$ cat config.mk
export PLATFORM = sky130hd
export DESIGN_NAME = bin2bcd_seq_flat
export DESIGN_NICKNAME = d
export VERILOG_FILES = /design/src/rtl/bin2bcd_seq_pkg.sv /design/src/rtl/bin2bcd_seq_if.sv /design/src/rtl/bin2bcd_seq_add3.sv /design/src/rtl/bin2bcd_seq.sv /design/src/flat_wrapper.sv
export SDC_FILE = /design/constraint.sdc
export NUM_CORES = 1
export LEC_CHECK = 0
export ABC_AREA = 0
export CORE_ASPECT_RATIO = 1.25
export CORE_MARGIN = 5
export CORE_UTILIZATION = 33
export DETAILED_ROUTE_END_ITERATION = 10
export PLACE_DENSITY = 0.54
export SETUP_SLACK_MARGIN = 0.05
export SLEW_MARGIN = 20
export SYNTH_ARGS = -nofsm -noshare
export SYNTH_HDL_FRONTEND = slang
export SYNTH_SLANG_ARGS = --single-unit
$ cat constraint.sdc
create_clock -name clk -period 3.7 [get_ports clk]
set_input_delay 0.74 -clock clk [delete_from_list [all_inputs] [get_ports clk]]
set_output_delay 0.74 -clock clk [all_outputs]
set_load 0.05 [all_outputs]
$ cat src/rtl/bin2bcd_seq_pkg.sv
// Shared constants for the sequential binary-to-BCD converter.
package bcd_pkg;
  localparam logic [1:0] IDLE  = 2'd0;
  localparam logic [1:0] SHIFT = 2'd1;
  localparam logic [1:0] DONE  = 2'd2;

  localparam int BCD_DIGITS      = 4;
  localparam int MAX_VAL_DEFAULT = 9999;
endpackage

$ cat src/rtl/bin2bcd_seq_if.sv
// Start/result bundle between a binary producer and the BCD converter.
interface bin2bcd_seq_if #(
  parameter int WIDTH = 14
);
  logic             start;
  logic [WIDTH-1:0] bin;
  logic             busy;
  logic             done;
  logic             ovf;
  logic [3:0]       thou;
  logic [3:0]       hund;
  logic [3:0]       tens;
  logic [3:0]       ones;

  modport master (
    output start, bin,
    input  busy, done, ovf, thou, hund, tens, ones
  );

  modport slave (
    input  start, bin,
    output busy, done, ovf, thou, hund, tens, ones
  );
endinterface

$ cat src/rtl/bin2bcd_seq_add3.sv
// Double-dabble digit correction: add 3 to a BCD nibble that is 5 or more.
module bcd_add3 (
  input  logic [3:0] din,
  output logic [3:0] dout
);
  always_comb begin
    dout = din;
    if (din >= 4'd5) dout = din + 4'd3;
  end
endmodule

$ cat src/rtl/bin2bcd_seq.sv
// Sequential shift-and-add-3 binary-to-BCD converter with saturation at MAX_VAL.
module bin2bcd_seq
  import bcd_pkg::*;
#(
  parameter int WIDTH   = 14,
  parameter int MAX_VAL = MAX_VAL_DEFAULT
) (
  input  logic          clk,
  input  logic          rst,
  bin2bcd_seq_if.slave  bus
);
  localparam int SCR_W = 4 * BCD_DIGITS;
  localparam int CNT_W = $clog2(WIDTH + 1);
  localparam logic [CNT_W-1:0] LAST  = CNT_W'(WIDTH - 1);
  localparam logic [WIDTH-1:0] MAX_W = WIDTH'(MAX_VAL);

  logic [1:0]       state_q,    state_d;
  logic [WIDTH-1:0] shreg_q,    shreg_d;
  logic [SCR_W-1:0] scratch_q,  scratch_d;
  logic [CNT_W-1:0] cnt_q,      cnt_d;
  logic             ovf_pend_q, ovf_pend_d;
  logic             ovf_q,      ovf_d;
  logic [SCR_W-1:0] digits_q,   digits_d;

  logic [SCR_W-1:0] adj;
  logic [SCR_W-1:0] scr_sh;
  logic [WIDTH-1:0] sh_sh;
  logic             carry;
  logic             over;
  logic [WIDTH-1:0] sat;

  for (genvar g = 0; g < BCD_DIGITS; g++) begin : g_add3
    bcd_add3 u_add3 (
      .din  (scratch_q[4*g +: 4]),
      .dout (adj[4*g +: 4])
    );
  end

  // Saturation keeps carry at 0; folding it into ovf keeps an impossible digit overflow visible.
  assign {carry, scr_sh, sh_sh} = {adj, shreg_q, 1'b0};
  assign over = (bus.bin > MAX_W);
  assign sat  = over ? MAX_W : bus.bin;

  always_comb begin
    state_d    = state_q;
    shreg_d    = shreg_q;
    scratch_d  = scratch_q;
    cnt_d      = cnt_q;
    ovf_pend_d = ovf_pend_q;
    ovf_d      = ovf_q;
    digits_d   = digits_q;
    case (state_q)
      IDLE: begin
        if (bus.start) begin
          shreg_d    = sat;
          scratch_d  = '0;
          cnt_d      = '0;
          ovf_pend_d = over;
          state_d    = SHIFT;
        end
      end
      SHIFT: begin
        shreg_d   = sh_sh;
        scratch_d = scr_sh;
        cnt_d     = cnt_q + 1'b1;
        if (cnt_q == LAST) begin
          digits_d = scr_sh;
          ovf_d    = ovf_pend_q | carry;
          state_d  = DONE;
        end
      end
      DONE:    state_d = IDLE;
      default: state_d = IDLE;
    endcase
  end

  always_ff @(posedge clk or negedge rst) begin
    if (!rst) begin
      state_q    <= IDLE;
      shreg_q    <= '0;
      scratch_q  <= '0;
      cnt_q      <= '0;
      ovf_pend_q <= 1'b0;
      ovf_q      <= 1'b0;
      digits_q   <= '0;
    end else begin
      state_q    <= state_d;
      shreg_q    <= shreg_d;
      scratch_q  <= scratch_d;
      cnt_q      <= cnt_d;
      ovf_pend_q <= ovf_pend_d;
      ovf_q      <= ovf_d;
      digits_q   <= digits_d;
    end
  end

  assign bus.busy = (state_q == SHIFT);
  assign bus.done = (state_q == DONE);
  assign bus.ovf  = ovf_q;
  assign bus.thou = digits_q[15:12];
  assign bus.hund = digits_q[11:8];
  assign bus.tens = digits_q[7:4];
  assign bus.ones = digits_q[3:0];
endmodule
$ cat src/flat_wrapper.sv
// flat-port wrapper written by rule: the top's interface ports become plain ports
module bin2bcd_seq_flat import bcd_pkg::*;
#(
  parameter int WIDTH   = 14,
  parameter int MAX_VAL = MAX_VAL_DEFAULT
)
  (clk, rst, bus_start, bus_bin, bus_busy, bus_done, bus_ovf, bus_thou, bus_hund, bus_tens, bus_ones);
  bin2bcd_seq_if #(.WIDTH(WIDTH)) bus_i ();
  input  logic clk;
  input  logic rst;
  input wire logic [$bits(bus_i.start)-1:0] bus_start;
  input wire logic [$bits(bus_i.bin)-1:0] bus_bin;
  output wire logic [$bits(bus_i.busy)-1:0] bus_busy;
  output wire logic [$bits(bus_i.done)-1:0] bus_done;
  output wire logic [$bits(bus_i.ovf)-1:0] bus_ovf;
  output wire logic [$bits(bus_i.thou)-1:0] bus_thou;
  output wire logic [$bits(bus_i.hund)-1:0] bus_hund;
  output wire logic [$bits(bus_i.tens)-1:0] bus_tens;
  output wire logic [$bits(bus_i.ones)-1:0] bus_ones;
  assign bus_i.start = bus_start;
  assign bus_i.bin = bus_bin;
  assign bus_busy = bus_i.busy;
  assign bus_done = bus_i.done;
  assign bus_ovf = bus_i.ovf;
  assign bus_thou = bus_i.thou;
  assign bus_hund = bus_i.hund;
  assign bus_tens = bus_i.tens;
  assign bus_ones = bus_i.ones;
  bin2bcd_seq #(.WIDTH(WIDTH), .MAX_VAL(MAX_VAL)) u_core (.clk(clk), .rst(rst), .bus(bus_i));
endmodule
==> flow_summary_export.csv, run 1 <==
group,metric,value,unit
setup_path,crit_required,2.96,ns
global_route,antenna_found_initial,0,
sta,min_period,2.82,ns
synthesis,seq_area_frac_synth,52.6,%
final_layout,n_antenna_cell,0,
status,status,"completed",
final_layout,nNetsFinal,317,
synthesis,syn_area_per_cell,10.1,µm²
die,rows,36,
setup_path,crit_family,"buffers and inverters",
setup_path,cp.arrival,2.08,ns
power,peakVddDrop,0.000345,V
synthesis,synth_cells,255,
global_route,grt.met3_usage,1.89,%
route,drt_iter0_markers,113,
sta,timing.hold.ws,0.422,ns
die,die_h,109,µm
final_layout,register_area,0.00135,mm²
clock_tree,cts_max_path_buffers,2,
die,core-area,0.00770,mm²
clock_tree,root_buffer,"clkbuf_8",
synthesis,synth_area,0.00257,mm²
synthesis,synthFlopType,"dfrtp_1",
sta,final_max_slew_viol_count,0,
synthesis,ys_types,39,
placed_design,hpwl,3.93,mm
global_route,grt_usage,12.4,%
global_route,grt-ovfl-total,0,
sta,fmax,355,MHz
sta,final.setup.tns,0,ns
power,p_leak,1.35,nW
synthesis,syn_nets,282,
sta,rsz0062_at_grt,"false",
synthesis,synth-async-reset-ratio,100,%
worst_hold_path,hp-class,"input pin to async pin",
power,power_density,937,mW/mm²
final_layout,stdcell_area,0.00311,mm²
sta,max-slew-margin-rel,62.5,%
clock_tree,htree_levels,2,
job,drv_cap,0,
sta,final_hold_viol_count,0,
global_route,grtUsageMet1,16.2,%
clock_tree,cts_buffers,5,
setup_path,r2r-end,"u_core.digits_q[14]$_DFFE_PN0P_",
setup_path,r2r-start,"u_core.state_q[0]$_DFFE_PN0P_",
sta,finClkSkew,0.00696,ns
setup_path,path_class,"register to output pin",
final_layout,final_util,40.4,%
placed_design,gp_congestion,0.745,
setup_path,critical_path.max_fanout,18,
clock_tree,cts_hold_buf,0,
route,drc,0,
final_layout,fill_cells,772,
die,die_width,88.9,µm
power,power,2.92,mW
synthesis,yosys_register_bits,54,
route,detail_route.wirelength,5.54,mm
setup_path,crit_buf_inv,2,
global_route,grt_max_degree,32,
route,antenna_left,0,
setup_path,crit_path_cell_trace,"nand2b_1, inv_2, clkdlybuf4s50_1",
die,dieArea,0.00966,mm²
die,pin_count,36,
setup_path,critPathCaptureType,"output pin",
placed_design,port_buffers,35,
clock_tree,cts_resized,0,
final_layout,multi_input_area,0.00109,mm²
final_layout,drive_gt1_share,7.90,%
clock_tree,cts_tree,"built",
setup_path,max_stage_delay,0.88,ns
clock_tree,path_clk_slew,0.09,ns
setup_path,rrSetupSlack,1.75,ns
route,drt-vias-per-instance,5.14,
sta,setup_viol,0,
die,start_util,33.4,%
setup_path,startpoint_type,"register",
final_layout,area_growth,21.0,%
placed_design,dpl_cell_area,0.00300,mm²
route,wire_per_inst,14.3,µm
global_route,top_usage_layer,"met2",
global_route,grt_pass1_vias,2008,
sta,final.period_utilization,76.1,%
sta,tightest_slew,0.563,ns
clock_tree,cts.sinks,54,
route,vias,1985,
clock_tree,cts_setup_buffers,0,
synthesis,synth_edf_count,0,
setup_path,r2r_cells,5,
clock_tree,clock_latency,0.30,ns
setup_path,cp_slowest_cell,"clkdlybuf4s50_1",
route,dr.pass1.iters,4,
synthesis,ys_warn_count,0,
global_route,grt.met2_usage,21.1,%
global_route,grt_pass1_wl,9.47,mm
## cells in the final DEF (no fill, tap or decap), drive strengths merged, types with 4 or more instances in the layout
cell and n:
buf 4, mux2 4, nand2 31, or3b 5
a21oi 9, dfrtp 54, a222oi 6, a31oi 4
nand2b 6, a22o 5, clkbuf 7, o22ai 5
clkdlybuf4s50 34, nor2 11, o21ai 40, xnor2 4
inv 18, nor3b 5, ha 10, nor3 4
## routing by layer
| layer | share of wire (%) | vias to the layer above | routed length [µm] |
|---|---|---|---|
| met5 | 0 | - | 0 |
| met3 | 3.8 | 8 | 209 |
| met2 | 50 | 39 | 2770 |
| met1 | 44 | 962 | 2450 |
| met4 | 1.9 | 0 | 106 |
| li1 | - | 976 | - |
## flip-flops by register name (all words and copies together) (netlist names)
name               cells
u_core.bus.ovf         1
u_core.cnt_q           4
u_core.digits_q       16
u_core.ovf_pend_q      1
u_core.scratch_q      16
u_core.shreg_q        14
u_core.state_q         2
## cells by family after synthesis
group           synth area share (%)
xor+xnor                        1.36
flops                           52.6
buf+inv                         5.01
simple gates                    14.9
fa+ha+maj                       4.87
mux                             2.92
compound gates                  18.3
## worst max path at each step
stage                                             start       end  cells past startpoint
after floorplan           u_core.state_q[0]$_DFFE_PN0P_  bus_done                      1
after CTS                 u_core.state_q[0]$_DFFE_PN0P_  bus_busy                      3
final                     u_core.state_q[0]$_DFFE_PN0P_  bus_busy                      3
after detailed placement  u_core.state_q[0]$_DFFE_PN0P_  bus_busy                      3
after global routing      u_core.state_q[0]$_DFFE_PN0P_  bus_busy                      3
after global placement    u_core.state_q[0]$_DFFE_PN0P_  bus_busy                      3
## cells in the mapped netlist, types with 3 or more instances
cell type | instances | share of area, %
mux2_2 | 4 | 1.8
mux2i_1 | 3 | 1.2
inv_1 | 17 | 2.5
dfrtp_1 | 54 | 53
nand2b_1 | 6 | 1.5
a222oi_1 | 6 | 2.3
buf_2 | 3 | 0.58
nor2_1 | 11 | 1.6
ha_1 | 10 | 4.9
nor3_1 | 4 | 0.78
a22o_1 | 5 | 1.7
or3_1 | 3 | 0.73
a31oi_1 | 4 | 0.97
xnor2_1 | 4 | 1.4
nor3b_1 | 4 | 1.2
o22a_1 | 3 | 1.0
or3b_2 | 4 | 1.4
o21ai_0 | 40 | 7.8
clkbuf_1 | 5 | 0.73
a21oi_1 | 9 | 1.8
o22ai_1 | 5 | 1.2
nand2_1 | 30 | 4.4
## layout make-up
type	instances	area share (%)
Clock buffer	7	2.45
Clock inverter	1	0.965
Inverter	19	2.33
Multi-Input combinational cell	172	35.2
Sequential cell	54	43.4
Tap cell	95	3.82
Timing Repair Buffer	38	11.8
## metrics by stage
| stage | setup WS (ns) | std cells |
|---|---|---|
| final | 0.885 | 386 |
| after CTS | 0.856 | 386 |
| after floorplan | 1.87 | 255 |
| after global routing | 0.803 | 386 |
| after detailed placement | 1.21 | 378 |
| after global placement | 1.24 | 378 |
## report_power, final
part | switching (mW) | internal, mW
sequential | 0.213 | 0.872
clock | 0.184 | 0.203
combinational | 0.878 | 0.565
total | 1.28 | 1.64
Note: power is estimated with default switching activity, not from simulation.
==> run 2: changes to the inputs <==
--- a/config.mk
+++ b/config.mk
@@ -10,7 +10,7 @@
 export CORE_MARGIN = 5
 export CORE_UTILIZATION = 33
 export DETAILED_ROUTE_END_ITERATION = 10
-export PLACE_DENSITY = 0.54
+export PLACE_DENSITY = 0.56
 export SETUP_SLACK_MARGIN = 0.05
 export SLEW_MARGIN = 20
 export SYNTH_ARGS = -nofsm -noshare
==> constraint.sdc (replaced) <==
create_clock -name clk -period 2.37 [get_ports clk]
set_input_delay 0.474 -clock clk [delete_from_list [all_inputs] [get_ports clk]]
set_output_delay 0.474 -clock clk [all_outputs]
set_load 0.05 [all_outputs]
==> run 2 against run 1 <==
Compared with the run above:
- wire length up 0.22%
- worst hold slack worse by 0.33 ns
- flip-flop and latch count unchanged
- largest power group unchanged
- cell area up 1.1%
- total power increased by 56%
- register-to-register slack worse by 1.3 ns
- sequential power rose by 57%
- non-clock buffer count is 2 higher
- clock power rose by 39%
- final cell count up 0.52%
- first-iteration DRC count fell by 0.88%
==> flow_summary_export.csv, run 2 (synthesized netlist as in run 1, its figures left out) <==
group,metric,value,unit
final_layout,nNetsFinal,319,
sta,final.setup.tns,0,ns
clock_tree,clock_latency,0.31,ns
final_layout,drive_gt1_share,9.22,%
clock_tree,htree_levels,2,
placed_design,hpwl,3.95,mm
route,wire_per_inst,14.3,µm
route,vias,1963,
global_route,grt_pass1_wl,9.54,mm
setup_path,startpoint_type,"register",
clock_tree,cts_setup_buffers,0,
final_layout,largest_registers,"u_core.digits_q (16), u_core.scratch_q (16), u_core.shreg_q (14)",
clock_tree,cts.sinks,54,
sta,max-slew-margin-rel,62.6,%
route,drc,0,
sta,setup_viol,0,
power,power_density,1450,mW/mm²
route,antenna_left,0,
setup_path,path_class,"register to output pin",
status,status,"completed",
power,p_leak,1.37,nW
final_layout,layout_common_cells,"dfrtp_1, o21ai_0, clkdlybuf4s50_1",
route,detail_route.wirelength,5.55,mm
sta,final.period_utilization,92.8,%
die,dieArea,0.00966,mm²
die,die_width,88.9,µm
sta,fmax,455,MHz
final_layout,stdcell_area,0.00315,mm²
final_layout,area_growth,22.4,%
sta,min_period,2.20,ns
setup_path,critPathCaptureType,"output pin",
clock_tree,cts_max_path_buffers,2,
global_route,grt_usage,12.7,%
setup_path,max_stage_delay,0.80,ns
die,core-area,0.00770,mm²
job,drv_cap,0,
die,pin_count,36,
die,die_h,109,µm
setup_path,crit_path_cell_trace,"nor2_1, clkdlybuf4s50_1",
sta,finClkSkew,0.0118,ns
clock_tree,cts_tree,"built",
global_route,grt_max_degree,37,
route,dr.pass1.iters,4,
clock_tree,path_clk_slew,0.10,ns
global_route,grt_pass1_vias,1987,
setup_path,crit_required,1.90,ns
clock_tree,cts_hold_buf,0,
route,drt-vias-per-instance,5.06,
sta,final_max_slew_viol_count,0,
placed_design,dpl_cell_area,0.00305,mm²
die,start_util,33.4,%
power,peakVddDrop,0.000489,V
clock_tree,root_buffer,"clkbuf_8",
sta,final_hold_viol_count,0,
placed_design,gp_congestion,0.802,
setup_path,cp_slowest_cell,"clkdlybuf4s50_1",
placed_design,port_buffers,35,
final_layout,mostFrequentLayoutCell,"dfrtp_1",
die,rows,36,
clock_tree,cts_resized,0,
worst_hold_path,hp-class,"input pin to async pin",
clock_tree,cts_buffers,5,
final_layout,n_antenna_cell,0,
global_route,grt-ovfl-total,0,
global_route,antenna_found_initial,0,
route,drt_iter0_markers,112,
sta,rsz0062_at_grt,"false",
setup_path,cp.arrival,1.73,ns
setup_path,critical_path.max_fanout,8,
sta,tightest_slew,0.561,ns
[run 2: changes by cell type in the layout (fill, tap and decap cells not counted)]
cell / delta
buf_12: +3
bufinv_16: -1
clkbuf_1: -1
clkbuf_8: +1
clkdlybuf4s50_1: -1
clkinv_2: +1
[run 2: worst max-delay path: cells and delay by family (launching register included)]
kind	cells	cell delay [ns]
buf+inv	1	0.80
flops	1	0.48
simple gates	1	0.13
[run 2: final cells by class]
class                      instances  area (µm²)
sequential                        54        1350
multi-input combinational        172        1090
tap                               95         119
inverter                          19        72.6
clock buffer                       7        86.3
clock inverter                     1        5.00
timing repair buffer              40         418
fill                             773        4560
[run 2: final timing paths]
path,startpoint,to,slack (ns),depth (start not counted)
max,u_core.state_q[0]$_DFFE_PN0P_,bus_done,0.17,2
min,rst,u_core.digits_q[9]$_DFFE_PN0P_,0.09,1
max reg2reg,u_core.cnt_q[0]$_DFFE_PN0P_,u_core.digits_q[6]$_DFFE_PN0P_,0.45,5
min reg2reg,u_core.shreg_q[9]$_DFFE_PN0P_,u_core.shreg_q[9]$_DFFE_PN0P_,0.48,2
max in group asynchronous,rst,u_core.digits_q[14]$_DFFE_PN0P_,1.73,2
min in group clk,u_core.shreg_q[9]$_DFFE_PN0P_,u_core.shreg_q[9]$_DFFE_PN0P_,0.48,2
[run 2: through the flow]
| step | setup slack [ns] | std cells | power [mW] | utilization (%) | hold slack (ns) |
|---|---|---|---|---|---|
| after floorplan | 0.802 | 255 | 3.31 | - | 0.178 |
| after global placement | 0.232 | 380 | 4.01 | 39.7 | 0.453 |
| after detailed placement | 0.208 | 380 | 4.07 | 39.7 | 0.457 |
| after CTS | 0.142 | 388 | 4.61 | 40.8 | 0.107 |
| after global routing | 0.0720 | 388 | 4.94 | 40.8 | 0.111 |
| final | 0.170 | 388 | 4.55 | 40.8 | 0.0902 |
[run 2: routing by layer]
metal / vias to the layer above / global-route usage (%) / share of wire (%)
met3: 6 / 2.12 / 3.4
met2: 30 / 21.4 / 51
li1: 978 / - / -
met4: 0 / 4.79 / 1.9
met5: - / 0 / 0
met1: 949 / 16.3 / 44
[run 2: report_power, final]
part	internal [mW]	total, mW	switching [mW]
clock	0.237	0.536	0.299
sequential	1.36	1.71	0.344
combinational	0.934	2.31	1.37
total	2.53	4.55	2.01
